### src/rtl/param_sync_fifo_pkg.sv
// Shared types and defaults for the parameterised synchronous FIFO.
// Latency: n/a (types, constants and a pure decode function only).
// Backpressure: n/a.
package param_sync_fifo_pkg;

    localparam int FIFO_WIDTH_DEF = 16;
    localparam int FIFO_DEPTH_DEF = 8;

    typedef logic [FIFO_WIDTH_DEF-1:0] fifo_word_t;

    // Per-cycle operation actually performed, after acceptance checks.
    typedef enum logic [1:0] {
        OP_IDLE  = 2'd0,
        OP_WR    = 2'd1,
        OP_RD    = 2'd2,
        OP_WR_RD = 2'd3
    } fifo_op_e;

    function automatic fifo_op_e op_decode(input logic wr_acc, input logic rd_acc);
        fifo_op_e op;
        case ({rd_acc, wr_acc})
            2'b01:   op = OP_WR;
            2'b10:   op = OP_RD;
            2'b11:   op = OP_WR_RD;
            default: op = OP_IDLE;
        endcase
        return op;
    endfunction

endpackage

### src/rtl/param_sync_fifo_mem.sv
// Simple dual-port register array: synchronous write, asynchronous read at i_rd_addr.
// Latency: write visible on the read port the cycle after the write edge.
// Backpressure: none; the caller only writes into free slots.
module fifo_mem #(
    parameter int WIDTH = 16,
    parameter int DEPTH = 8,
    parameter int AW    = 3
) (
    input  logic             clk,
    input  logic             i_wr_en,
    input  logic [AW-1:0]    i_wr_addr,
    input  logic [WIDTH-1:0] i_wr_dat,
    input  logic [AW-1:0]    i_rd_addr,
    output logic [WIDTH-1:0] o_rd_dat
);

    logic [WIDTH-1:0] r_mem [DEPTH];

    // Storage is never reset; stale contents are unreachable once pointers clear.
    always_ff @(posedge clk) begin
        if (i_wr_en) begin
            r_mem[i_wr_addr] <= i_wr_dat;
        end
    end

    assign o_rd_dat = r_mem[i_rd_addr];

endmodule

### src/rtl/param_sync_fifo.sv
// Single-clock FIFO, any depth 2..1024, with ack/overflow/underflow and occupancy flags.
// Latency: standard mode data_out one cycle after accepted read; FIFO_FWFT_EN shows head as soon as non-empty.
// Backpressure: full rejects writes (overflow) unless a read frees a slot that cycle; empty rejects reads (underflow).
module param_sync_fifo
    import param_sync_fifo_pkg::*;
#(
    parameter int FIFO_WIDTH = FIFO_WIDTH_DEF,
    parameter int FIFO_DEPTH = FIFO_DEPTH_DEF,
    parameter int AF_LEVEL   = FIFO_DEPTH - 1,
    parameter int AE_LEVEL   = 1,
    localparam int CNT_W     = $clog2(FIFO_DEPTH + 1)
) (
    input  logic                  clk,
    input  logic                  rst,
    input  logic                  wr_en,
    input  logic                  rd_en,
    input  logic [FIFO_WIDTH-1:0] data_in,
    output logic [FIFO_WIDTH-1:0] data_out,
    output logic                  wr_ack,
    output logic                  overflow,
    output logic                  underflow,
    output logic                  full,
    output logic                  empty,
    output logic                  almostfull,
    output logic                  almostempty,
    output logic [CNT_W-1:0]      count
);

    // A depth of 2 still needs one address bit.
    localparam int PTR_W = (FIFO_DEPTH > 2) ? $clog2(FIFO_DEPTH) : 1;
    localparam logic [PTR_W-1:0] PTR_LAST = PTR_W'(FIFO_DEPTH - 1);

    if (AF_LEVEL > FIFO_DEPTH || AE_LEVEL >= FIFO_DEPTH || FIFO_DEPTH < 2 ||
        FIFO_DEPTH > 1024 || FIFO_WIDTH < 1 || FIFO_WIDTH > 256) begin : g_bad_params
        $fatal(1, "param_sync_fifo: illegal parameter combination");
    end

    logic [PTR_W-1:0]      r_wr_ptr;
    logic [PTR_W-1:0]      r_rd_ptr;
    logic [CNT_W-1:0]      r_count;
    logic                  r_wr_ack;
    logic                  r_overflow;
    logic                  r_underflow;
    logic                  w_full;
    logic                  w_empty;
    logic                  w_rd_acc;
    logic                  w_wr_acc;
    logic [CNT_W-1:0]      w_count_nxt;
    logic [FIFO_WIDTH-1:0] w_rd_dat;
    fifo_op_e              w_op;

    assign w_full   = (r_count == CNT_W'(FIFO_DEPTH));
    assign w_empty  = (r_count == '0);
    // A read frees the slot the write needs, so full plus read still accepts the write.
    assign w_rd_acc = rd_en && !w_empty;
    assign w_wr_acc = wr_en && (!w_full || w_rd_acc);
    assign w_op     = op_decode(w_wr_acc, w_rd_acc);

    // Occupancy update; a simultaneous read and write leaves it unchanged.
    always_comb begin
        w_count_nxt = r_count;
        case (w_op)
            OP_WR:   w_count_nxt = r_count + 1'b1;
            OP_RD:   w_count_nxt = r_count - 1'b1;
            default: w_count_nxt = r_count;
        endcase
    end

    // Pointers, occupancy and one-cycle status pulses; pointers wrap by compare-and-clear.
    always_ff @(posedge clk) begin
        if (rst) begin
            r_wr_ptr    <= '0;
            r_rd_ptr    <= '0;
            r_count     <= '0;
            r_wr_ack    <= 1'b0;
            r_overflow  <= 1'b0;
            r_underflow <= 1'b0;
        end else begin
            if (w_wr_acc) begin
                r_wr_ptr <= (r_wr_ptr == PTR_LAST) ? '0 : r_wr_ptr + 1'b1;
            end
            if (w_rd_acc) begin
                r_rd_ptr <= (r_rd_ptr == PTR_LAST) ? '0 : r_rd_ptr + 1'b1;
            end
            r_count     <= w_count_nxt;
            r_wr_ack    <= w_wr_acc;
            r_overflow  <= wr_en && !w_wr_acc;
            r_underflow <= rd_en && w_empty;
        end
    end

    fifo_mem #(
        .WIDTH (FIFO_WIDTH),
        .DEPTH (FIFO_DEPTH),
        .AW    (PTR_W)
    ) u_mem (
        .clk       (clk),
        .i_wr_en   (w_wr_acc && !rst),
        .i_wr_addr (r_wr_ptr),
        .i_wr_dat  (data_in),
        .i_rd_addr (r_rd_ptr),
        .o_rd_dat  (w_rd_dat)
    );

`ifdef FIFO_FWFT_EN
    logic [FIFO_WIDTH-1:0] r_last;

    // Remember the head shown each cycle so data_out keeps it once the FIFO drains.
    always_ff @(posedge clk) begin
        if (rst) begin
            r_last <= '0;
        end else if (!w_empty) begin
            r_last <= w_rd_dat;
        end
    end

    assign data_out = w_empty ? r_last : w_rd_dat;
`else
    logic [FIFO_WIDTH-1:0] r_dout;

    // Output register loads the head only on an accepted read, otherwise holds.
    always_ff @(posedge clk) begin
        if (rst) begin
            r_dout <= '0;
        end else if (w_rd_acc) begin
            r_dout <= w_rd_dat;
        end
    end

    assign data_out = r_dout;
`endif

    assign wr_ack      = r_wr_ack;
    assign overflow    = r_overflow;
    assign underflow   = r_underflow;
    assign full        = w_full;
    assign empty       = w_empty;
    assign almostfull  = (r_count >= CNT_W'(AF_LEVEL));
    assign almostempty = (r_count <= CNT_W'(AE_LEVEL)) && !w_empty;
    assign count       = r_count;

endmodule
### config.mk
export PLATFORM = sky130hd
export DESIGN_NAME = param_sync_fifo
export DESIGN_NICKNAME = d
export VERILOG_FILES = /design/src/rtl/param_sync_fifo_pkg.sv /design/src/rtl/param_sync_fifo_mem.sv /design/src/rtl/param_sync_fifo.sv
export SDC_FILE = /design/constraint.sdc
export NUM_CORES = 1
export LEC_CHECK = 0
export ABC_AREA = 1
export CAP_MARGIN = 25
export CELL_PAD_IN_SITES_DETAIL_PLACEMENT = 1
export CELL_PAD_IN_SITES_GLOBAL_PLACEMENT = 1
export CORE_ASPECT_RATIO = 0.7
export CORE_UTILIZATION = 46
export DETAILED_ROUTE_END_ITERATION = 12
export GPL_TIMING_DRIVEN = 0
export MAX_ROUTING_LAYER = met4
export PLACE_DENSITY_LB_ADDON = 0.1
export SYNTH_ARGS = -nofsm -noshare
export SYNTH_HDL_FRONTEND = slang
export SYNTH_SLANG_ARGS = --single-unit
### constraint.sdc
create_clock -name clk -period 2.9 [get_ports clk]
set_input_delay 0.58 -clock clk [delete_from_list [all_inputs] [get_ports clk]]
set_output_delay 0.58 -clock clk [all_outputs]
set_load 0.01 [all_outputs]
# Word level (Yosys, flattened, before mapping)
# Memory sizes are Yosys's and may differ from the RTL's. A register that Yosys moved wholly into a read port is not among the register bits.
# Index checks and enable logic that the tools add are counted.
[totals] register_bits=13 ramBits=128 in_bits=20 output_inout_bits=27 wordCells=40 mem_count=1
[op_classes] add_sub_neg=4 n_lt_le_gt_ge=2 eq_ne=8 n_mux=6 reduce_logical=13
[memory_table] memory="u_mem.r_mem" words=8 word_bits=16 read_ports=1 rd_clocked_by_memory_dff=1 wr=1 line="param_sync_fifo_mem.sv:17" text="logic [WIDTH-1:0] r_mem [DEPTH];"
[op_table] cell="case mux 4 bit (2 select lines)" n=1
[op_table] cell="adder 3 x 1 -> 3 bit, second input constant" n=2
[op_table] cell="== test 2 bit, second input constant" n=3
[op_table] cell="== test 3 bit, second input constant" n=2
[op_table] cell="logical AND 1 bit" n=6
[op_table] cell="2-to-1 mux 3 bit" n=2
[op_table] cell="case mux 2 bit (3 select lines)" n=1
[op_table] cell="adder 4 x 1 -> 4 bit, second input constant" n=1
[op_table] cell="== test 2 x 1 -> 1 bit, second input constant" n=2
[op_table] cell="== test 4 bit, second input constant" n=1
[op_table] cell="greater-or-equal comparator 4 x 3 -> 1 bit, second input constant" n=1
[op_table] cell="less-or-equal comparator 4 x 1 -> 1 bit, second input constant" n=1
[op_table] cell="logical NOT 1 bit" n=4
[op_table] cell="logical NOT 4 bit" n=1
[op_table] cell="subtractor 4 x 1 -> 4 bit, second input constant" n=1
[op_table] cell="2-to-1 mux 1 bit" n=2
[op_table] cell="nonzero test 2 bit" n=1
[op_table] cell="logical OR 1 bit" n=1

# Logic depth before layout (Yosys ltp)
# Gate-level depths: netlist (run 1).
[depth] word_depth=9 depth_mapped=9 depth_no_buf=9

# By module
# Synthesis (run 1) repeated with hierarchy kept, for this count alone.
[unflattened] cells_unflattened=746 hier_area_um2=7004.2
[modules_own_cells] mod="fifo_mem" instances=1 cells_per_inst=571 area_each_um2=5669.2 seq_area_each_um2=3843.7
[modules_own_cells] mod="param_sync_fifo" instances=1 cells_per_inst=175 area_each_um2=1335.0 seq_area_each_um2=580.6

# Worst setup path before layout (run 1)
# No wires, ideal clock.
[synth_path] kind="register -> register" from="register r_count[0], in the netlist count[0]" to="memory u_mem.r_mem[0][0] (enable)" setup_time_ns=0.388 t_arrival_ns=2.037 required_ns=2.512 path_slack_ns=0.475 path_stages_with_launch=10 path_buffers=0 period_less_slack_ns=2.425 cell_sequence="dfxtp_1 inv_1 ha_1 nand3_2 inv_2 nand2_2 nand2_4 nor2_4 nand2_2 nor2_1"
[synth_via] word_cells_on_any_way=10 cone_classes="eq/ne (1); mux (2); reduce/logical (7)"
[synth_lines] item="from (decl)" line="param_sync_fifo.sv:40" text="logic [CNT_W-1:0] r_count;"
[synth_lines] item="from (signal assigned)" line="param_sync_fifo.sv:85" text="r_count <= w_count_nxt;"
[synth_lines] item="== test 4 bit" line="param_sync_fifo.sv:52" text="assign w_full = (r_count == CNT_W'(FIFO_DEPTH));"
[synth_lines] item="named net full" line="param_sync_fifo.sv:22" text="output logic full,"
[synth_lines] item="logical NOT 1 bit" line="param_sync_fifo.sv:56" text="assign w_wr_acc = wr_en && (!w_full || w_rd_acc);"
[synth_lines] item="logical OR 1 bit" line="param_sync_fifo.sv:56"
[synth_lines] item="logical AND 1 bit" line="param_sync_fifo.sv:56"
[synth_lines] item="logical AND 1 bit" line="param_sync_fifo.sv:98" text=".i_wr_en (w_wr_acc && !rst),"
[synth_lines] item="2-to-1 mux 1 bit" line="param_sync_fifo_mem.sv:21" text="if (i_wr_en) begin"
[synth_lines] item="2-to-1 mux 1 bit (implied by the code)" line="param_sync_fifo_mem.sv:22" text="r_mem[i_wr_addr] <= i_wr_dat;"
[synth_lines] item="to (decl)" line="param_sync_fifo_mem.sv:17"
# The timed path passes the listed nets, and every way through them passes these cells.

# Final worst setup path (run 1)
[layout_path] from="register r_count[0], in the netlist count[0]" to="output almostempty"
[layout_via] elab_chain_len=3 word_cells_on_any_way=4 cone_classes="order compare (1); reduce/logical (3)"
[layout_rtl] item="branches (longest 2 deep; another with less-or-equal comparator 4 x 1 -> 1 bit)"
[layout_rtl] item="logical AND 1 bit (*)" line="param_sync_fifo.sv:139" text="assign almostempty = (r_count <= CNT_W'(AE_LEVEL)) && !w_empty;"
[layout_rtl] item="to (decl)" line="param_sync_fifo.sv:25" text="output logic almostempty,"
# Mark *: on every way between the ends.

==> run_results.csv, run 1 <==
group,metric,value,unit
cells_and_area,layout-drive-gt1-share,0.133,
hold_path,holdPathEnd,"data_out[9]",
cells_and_area,multiInputGateArea,1810,um^2
cts,cts_setup_buffers,0,
yosys,synth_top_area_frac,0.564,
detailed_routing,ant_nets,0,
critical_path,rrSetupSlack,0.31,ns
sta,drv_slew,0,
cells_and_area,fillers,1561,
pwr,p_sw_frac,0.333,
yosys,synth-seq-area-share,0.649,
global_routing,grt_remaining_overflow,0,
critical_path,crit_arrival,2.17,ns
pwr,p_switching,2.20,mW
cts,cts.sinks,157,
cts,clk_latency,0.42,ns
critical_path,reg2reg_from,"count[0]",
yosys,ys.flop_type,"edfxtp_1",
yosys,synth_cells,674,
critical_path,crit_path_max_fanout,6,
hold_path,hp-start,"data_out[9]",
global_routing,antenna_found_initial,0,
hold_path,hold_path_class,"flip-flop to flip-flop",
pwr,p_leak,3.42,nW
sta,finalCriticalPeriod,2.75,ns
placed_design,gp_congestion,0.813,
cells_and_area,regArea,4420,um^2
pwr,seqPwrFrac,0.404,
sta,tightestPinTransition,0.946,ns
yosys,syn-cell-area,6820,um^2
global_routing,grt_pass1_vias,5162,
hold_path,hold_path_depth,2,
global_routing,grt_max_degree,17,
run,drv_cap,0,
sta,hold_violations,0,
run_status,status,"finished clean",
yosys,synth_fp_nets,701,
detailed_routing,drtPass1Iterations,5,
critical_path,required,2.32,ns
yosys,synth_cell_types,29,
yosys,netlist_top_cells_count,"nand2_1, edfxtp_1, inv_1",
cts,cts_buffers,17,
cts,ctsResizeCount,0,
pwr,peakVddDrop,0.000583,V
detailed_routing,drt_wl_total,18900,um
floorplanning,die_w,147,um
yosys,synth_edf_count,128,
sta,clock_skew,0.00559,ns
pwr,power_density,804,nW/um^2
cts,holdBufCountCts,0,
sta,fin_hold_ws,0.464,ns
cells_and_area,antenna_cells,0,
critical_path,start_kind,"flip-flop",
cts,clkSlewWorstSetupHoldPaths,0.06,ns
sta,rsz0062_at_grt,"false",
floorplanning,die-area,15300,um^2
cts,htreeDepth,4,
yosys,ys_ff_latch,157,
floorplanning,core,14200,um^2
floorplanning,start_util,0.480,
sta,setup_viol,0,
critical_path,critical_path_class,"flip-flop to output port",
pwr,power.internal,4.40,mW
cts,tritoncts,"built",
global_routing,grtUsageTotal,0.270,
global_routing,grt_pass1_wl,29000,um
yosys,synth.most_common_cell,"nand2_1",
yosys,synth_area_leaders,"edfxtp_1, nand2_1, dfxtp_1",
yosys,synth_warnings,0,
cts,clockBufferDepth,2,
detailed_routing,drcViolationCount,0,
placed_design,hpwl,12800,um
placed_design,io_buffers,46,
critical_path,critPathCaptureType,"output port",
yosys,synth.avg_cell_area,10.1,um^2
sta,slew-limit-headroom,0.369,
detailed_routing,drt_iter0_drc,270,
sta,fmax,364,MHz
critical_path,worstReg2RegEnd,"u_mem.r_mem[6][2]",
pwr,clock_power_share,0.327,
detailed_routing,vias,4939,
sta,fin_setup_tns,0,ns
detailed_routing,vias_per_cell,5.20,
cells_and_area,finalNetCount,774,
yosys,yosys.area.top_type,"edfxtp_1",
floorplanning,die_h,104,um
sta,finalCritPeriodShare,0.947,
floorplanning,rows,36,
yosys,synth-async-reset-ratio,0,
cells_and_area,syn_to_final_growth,20.4,%
floorplanning,pin_count,47,
cts,cts_root_buf,"clkbuf_16",
pwr,p_comb_frac,0.270,
critical_path,rr_worst_depth,10,
detailed_routing,wl_per_cell,19.8,um
[flip-flops by register name (all words and copies together) (netlist names)]
| signal | count |
|---|---|
| count | 4 |
| data_out | 16 |
| overflow | 1 |
| r_rd_ptr | 3 |
| r_wr_ptr | 3 |
| u_mem.r_mem | 128 |
| underflow | 1 |
| wr_ack | 1 |
[cell usage in the layout (no fill, tap or decap)]
cell type and n:
or2_2 1, bufinv_16 1, a21oi_1 12, edfxtp_1 128, nor2_4 1, inv_1 112
clkinv_4 2, clkinv_1 2, buf_6 3, nand2_2 3, a21oi_2 10, clkbuf_16 17
nand2_1 198, clkinvlp_4 4, inv_6 7, nor2_1 9, nor3_1 3, inv_2 3
nand3_2 13, nand4_1 2, a211oi_1 2, buf_8 6, clkdlybuf4s50_1 46, clkbuf_1 9
nand2_4 2, buf_2 17, buf_1 1, dfxtp_1 29, o21ai_0 4, xor2_1 1
ha_1 7, buf_12 1, nand3_1 94, buf_4 1, nand3_4 1, nor2_2 8
[through the flow]
step	power, mW	setup slack [ns]	utilization	cells	cell area, um^2
2_1_floorplan	3.74	0.475	-	674	6820
6_report	6.60	0.153	0.579	950	8210
3_3_place_gp	4.37	-0.629	0.530	910	7510
3_5_place_dp	4.46	0.0949	0.539	918	7650
5_1_grt	6.87	0.0330	0.579	950	8210
4_1_cts	6.63	0.151	0.579	950	8210
[worst max path at each step]
| stage | startpoint | endpoint | cells past startpoint |
|---|---|---|---|
| after floorplan | count[0] | u_mem.r_mem[0][0] | 9 |
| after global placement | rd_en | u_mem.r_mem[7][1] | 7 |
| after detailed placement | rd_en | u_mem.r_mem[6][1] | 8 |
| after CTS | count[0] | almostempty | 6 |
| after global routing | count[0] | almostempty | 6 |
| final | count[0] | almostempty | 6 |
[final cells by class]
cell class                 instances  share of cell area
multi-input combinational        371               0.221
clock inverter                    14              0.0163
sequential                       157               0.539
buffer                            29              0.0192
inverter                         117              0.0541
tap                              190              0.0290
clock buffer                      18              0.0523
timing repair buffer              54              0.0698
[logic make-up after synthesis]
logic type,after synthesis,synth area share
buf+inv,146,0.0883
fa+ha+maj,7,0.0128
simple gates,335,0.222
flops,157,0.649
compound gates,28,0.0268
xor+xnor,1,0.00129
[critical path: stages (launching register included)]
cell             delay, ns
dfxtp_1               0.45
inv_1                 0.15
ha_1                  0.32
inv_1                 0.08
nand2_1               0.04
nor3_1                0.14
clkdlybuf4s50_1       0.56
[metal layers]
metal / vias to the layer above / GRT usage / wire (um)
met1: 2451 / 0.350 / 8640
met2: 135 / 0.438 / 9130
met4: 0 / 0.0700 / 232
met3: 23 / 0.0485 / 852
met5: - / - / 0
li1: 2330 / - / -
[power groups by stage]
| stage | sequential (mW) | clock [mW] | combinational [mW] |
|---|---|---|---|
| after detailed placement | 2.71 | 0 | 1.75 |
| after global placement | 2.70 | 0 | 1.67 |
| final | 2.66 | 2.16 | 1.78 |
| after CTS | 2.66 | 2.18 | 1.78 |
| after global routing | 2.68 | 2.26 | 1.93 |
| after floorplan | 2.73 | 0 | 1.01 |
No activity file was read; power rests on OpenSTA's default activity.
==> run 2: changes to the inputs <==
--- a/config.mk
+++ b/config.mk
@@ -11,5 +11,5 @@
 export CELL_PAD_IN_SITES_GLOBAL_PLACEMENT = 1
 export CORE_ASPECT_RATIO = 0.7
-export CORE_UTILIZATION = 46
+export CORE_UTILIZATION = 40
 export DETAILED_ROUTE_END_ITERATION = 12
 export GPL_TIMING_DRIVEN = 0
==> constraint.sdc (replaced) <==
create_clock -name clk -period 2.9 [get_ports clk]
set_input_delay 0.58 -clock clk [delete_from_list [all_inputs] [get_ports clk]]
set_output_delay 0.58 -clock clk [all_outputs]
set_load 0.05 [all_outputs]
==> run 2 against run 1 <==
Clock skew grew 0.0069 ns. Non-clock buffer count is the same. Core utilization fell by 7.7 points. Sequential power about the same. Clock-buffer cell count is 1 lower. Critical path depth unchanged. Die area up 15%. Sequential share of layout area fell by 0.40 points. Combinational power rose by 15%. Worst setup slack gained 0.036 ns. Critical path type unchanged. Largest cell class unchanged.
==> run_results.csv, run 2 (synthesis gave the netlist of run 1 again) <==
group,metric,value,unit
detailed_routing,wl_per_cell,19.0,um
cts,cts_setup_buffers,0,
cts,cts_buffers,17,
critical_path,start_kind,"flip-flop",
pwr,seqPwrFrac,0.386,
detailed_routing,drt_iter0_drc,372,
cts,clk_latency,0.43,ns
global_routing,grt_pass1_wl,28800,um
cts,clkSlewWorstSetupHoldPaths,0.07,ns
floorplanning,die_h,111,um
placed_design,place_ws,0.0576,ns
cells_and_area,layout_commonest_cell,"nand2_1",
floorplanning,die_w,158,um
sta,fmax,369,MHz
cts,htreeDepth,4,
pwr,power.internal,4.46,mW
sta,setup_viol,0,
global_routing,grt_max_degree,17,
placed_design,io_buffers,46,
detailed_routing,drcViolationCount,0,
pwr,p_comb_frac,0.297,
detailed_routing,vias,4793,
placed_design,gp_congestion,0.795,
sta,finalCritPeriodShare,0.935,
sta,clock_skew,0.0125,ns
floorplanning,die-area,17600,um^2
critical_path,required,2.32,ns
sta,layout_setup_ws,0.189,ns
critical_path,crit_path_max_fanout,6,
cts,cts_root_buf,"clkbuf_16",
floorplanning,start_util,0.413,
detailed_routing,drt_wl_total,18700,um
floorplanning,pin_count,47,
sta,slew-limit-headroom,0.377,
detailed_routing,drtPass1Iterations,5,
cts,ctsResizeCount,3,
sta,rsz0062_at_grt,"false",
global_routing,grt_pass1_vias,5026,
sta,drv_slew,0,
detailed_routing,ant_nets,0,
global_routing,antenna_found_initial,0,
critical_path,critPathCaptureType,"output port",
cts,cts.sinks,157,
cells_and_area,largest-register,"u_mem.r_mem",
pwr,p_sw_frac,0.354,
cells_and_area,layout-drive-gt1-share,0.134,
detailed_routing,vias_per_cell,4.87,
pwr,peakVddDrop,0.000487,V
pwr,p_switching,2.44,mW
run,drv_cap,0,
sta,hold_violations,0,
cells_and_area,mostFrequentLayoutCells,"nand2_1, edfxtp_1, inv_1, nand3_1, clkdlybuf4s50_1",
cells_and_area,largest_reg_flops,128,
hold_path,hold_path_class,"flip-flop to flip-flop",
floorplanning,rows,39,
sta,tightestPinTransition,0.934,ns
cells_and_area,finalNetCount,774,
pwr,clock_power_share,0.316,
cells_and_area,antenna_cells,0,
cts,tritoncts,"built",
cts,holdBufCountCts,0,
cts,clockBufferDepth,2,
run_status,status,"finished clean",
sta,fin_hold_ws,0.465,ns
critical_path,crit_arrival,2.13,ns
global_routing,grt_remaining_overflow,0,
critical_path,critical_path_class,"flip-flop to output port",
sta,finalCriticalPeriod,2.71,ns
cells_and_area,fillers,1847,
cells_and_area,syn_to_final_growth,21.3,%
placed_design,hpwl,13000,um
floorplanning,core,16500,um^2
pwr,power_density,834,nW/um^2
global_routing,grtUsageTotal,0.238,
pwr,p_leak,3.45,nW
==> run 2: cell types whose count changed in the layout (fill, tap and decap cells not counted), sizes merged <==
cell | before | now
inv | 122 | 118
dlygate4sd2 | 0 | 3
clkbuf | 26 | 25
clkinv | 4 | 9
clkdlybuf4s50 | 46 | 43
clkinvlp | 4 | 2
bufinv | 1 | 2
==> run 2: per-layer routing <==
layer | share of wire | up-vias | track usage
li1 | - | 2329 | -
met2 | 0.47 | 109 | 0.366
met3 | 0.047 | 13 | 0.0586
met5 | 0 | - | -
met1 | 0.48 | 2342 | 0.315
met4 | 0.0072 | 0 | 0.0571
==> run 2: worst paths after layout <==
path,cells past startpoint,from,slack (ns),to
worst max-delay path,6,count[0],0.19,almostempty
worst min-delay path,2,data_out[15],0.46,data_out[15]
worst max register to register,10,count[0],0.27,u_mem.r_mem[6][5]
worst min register to register,2,data_out[15],0.46,data_out[15]
==> run 2: power groups by stage <==
| stage | clock [mW] | combinational [mW] | sequential, mW |
|---|---|---|---|
| 6_report | 2.18 | 2.05 | 2.66 |
| 5_1_grt | 2.32 | 2.23 | 2.68 |
| 4_1_cts | 2.21 | 2.07 | 2.67 |
| 3_5_place_dp | 0 | 2.07 | 2.71 |
| 3_3_place_gp | 0 | 1.99 | 2.70 |
| 2_1_floorplan | 0 | 1.07 | 2.97 |
==> run 2: stage by stage <==
step | power [mW] | setup TNS (ns) | std cells | util | area (um^2)
6_report | 6.90 | 0 | 984 | 0.502 | 8270
5_1_grt | 7.22 | 0 | 984 | 0.502 | 8270
4_1_cts | 6.94 | 0 | 984 | 0.502 | 8270
3_5_place_dp | 4.78 | 0 | 953 | 0.467 | 7700
3_3_place_gp | 4.69 | -70.86 | 945 | 0.459 | 7560
2_1_floorplan | 4.04 | 0 | 674 | - | 6820
==> run 2: worst max-delay path, cell delays in order, from the launching register on <==
cell and delay [ns]:
dfxtp_1 0.45, inv_1 0.16, ha_1 0.32, inv_1 0.08, nand2_1 0.06, nor3_2 0.09
dlygate4sd2_1 0.54
==> run 2: area by class of cell <==
type                       instances  area (um^2)  share of cell area
clock inverter                    14          146              0.0177
buffer                            29          158              0.0191
timing repair buffer              54          577              0.0697
clock buffer                      17          425              0.0514
sequential                       157         4420               0.535
multi-input combinational        371         1820               0.219
tap                              225          282              0.0340
inverter                         117          444              0.0537
==> run 3: changes to the inputs <==
ABC_CLOCK_PERIOD_IN_PS = 2900   (was not set)
==> results of run 3 <==
No change in the layout: final DEF, timing and power equal those of run 2.
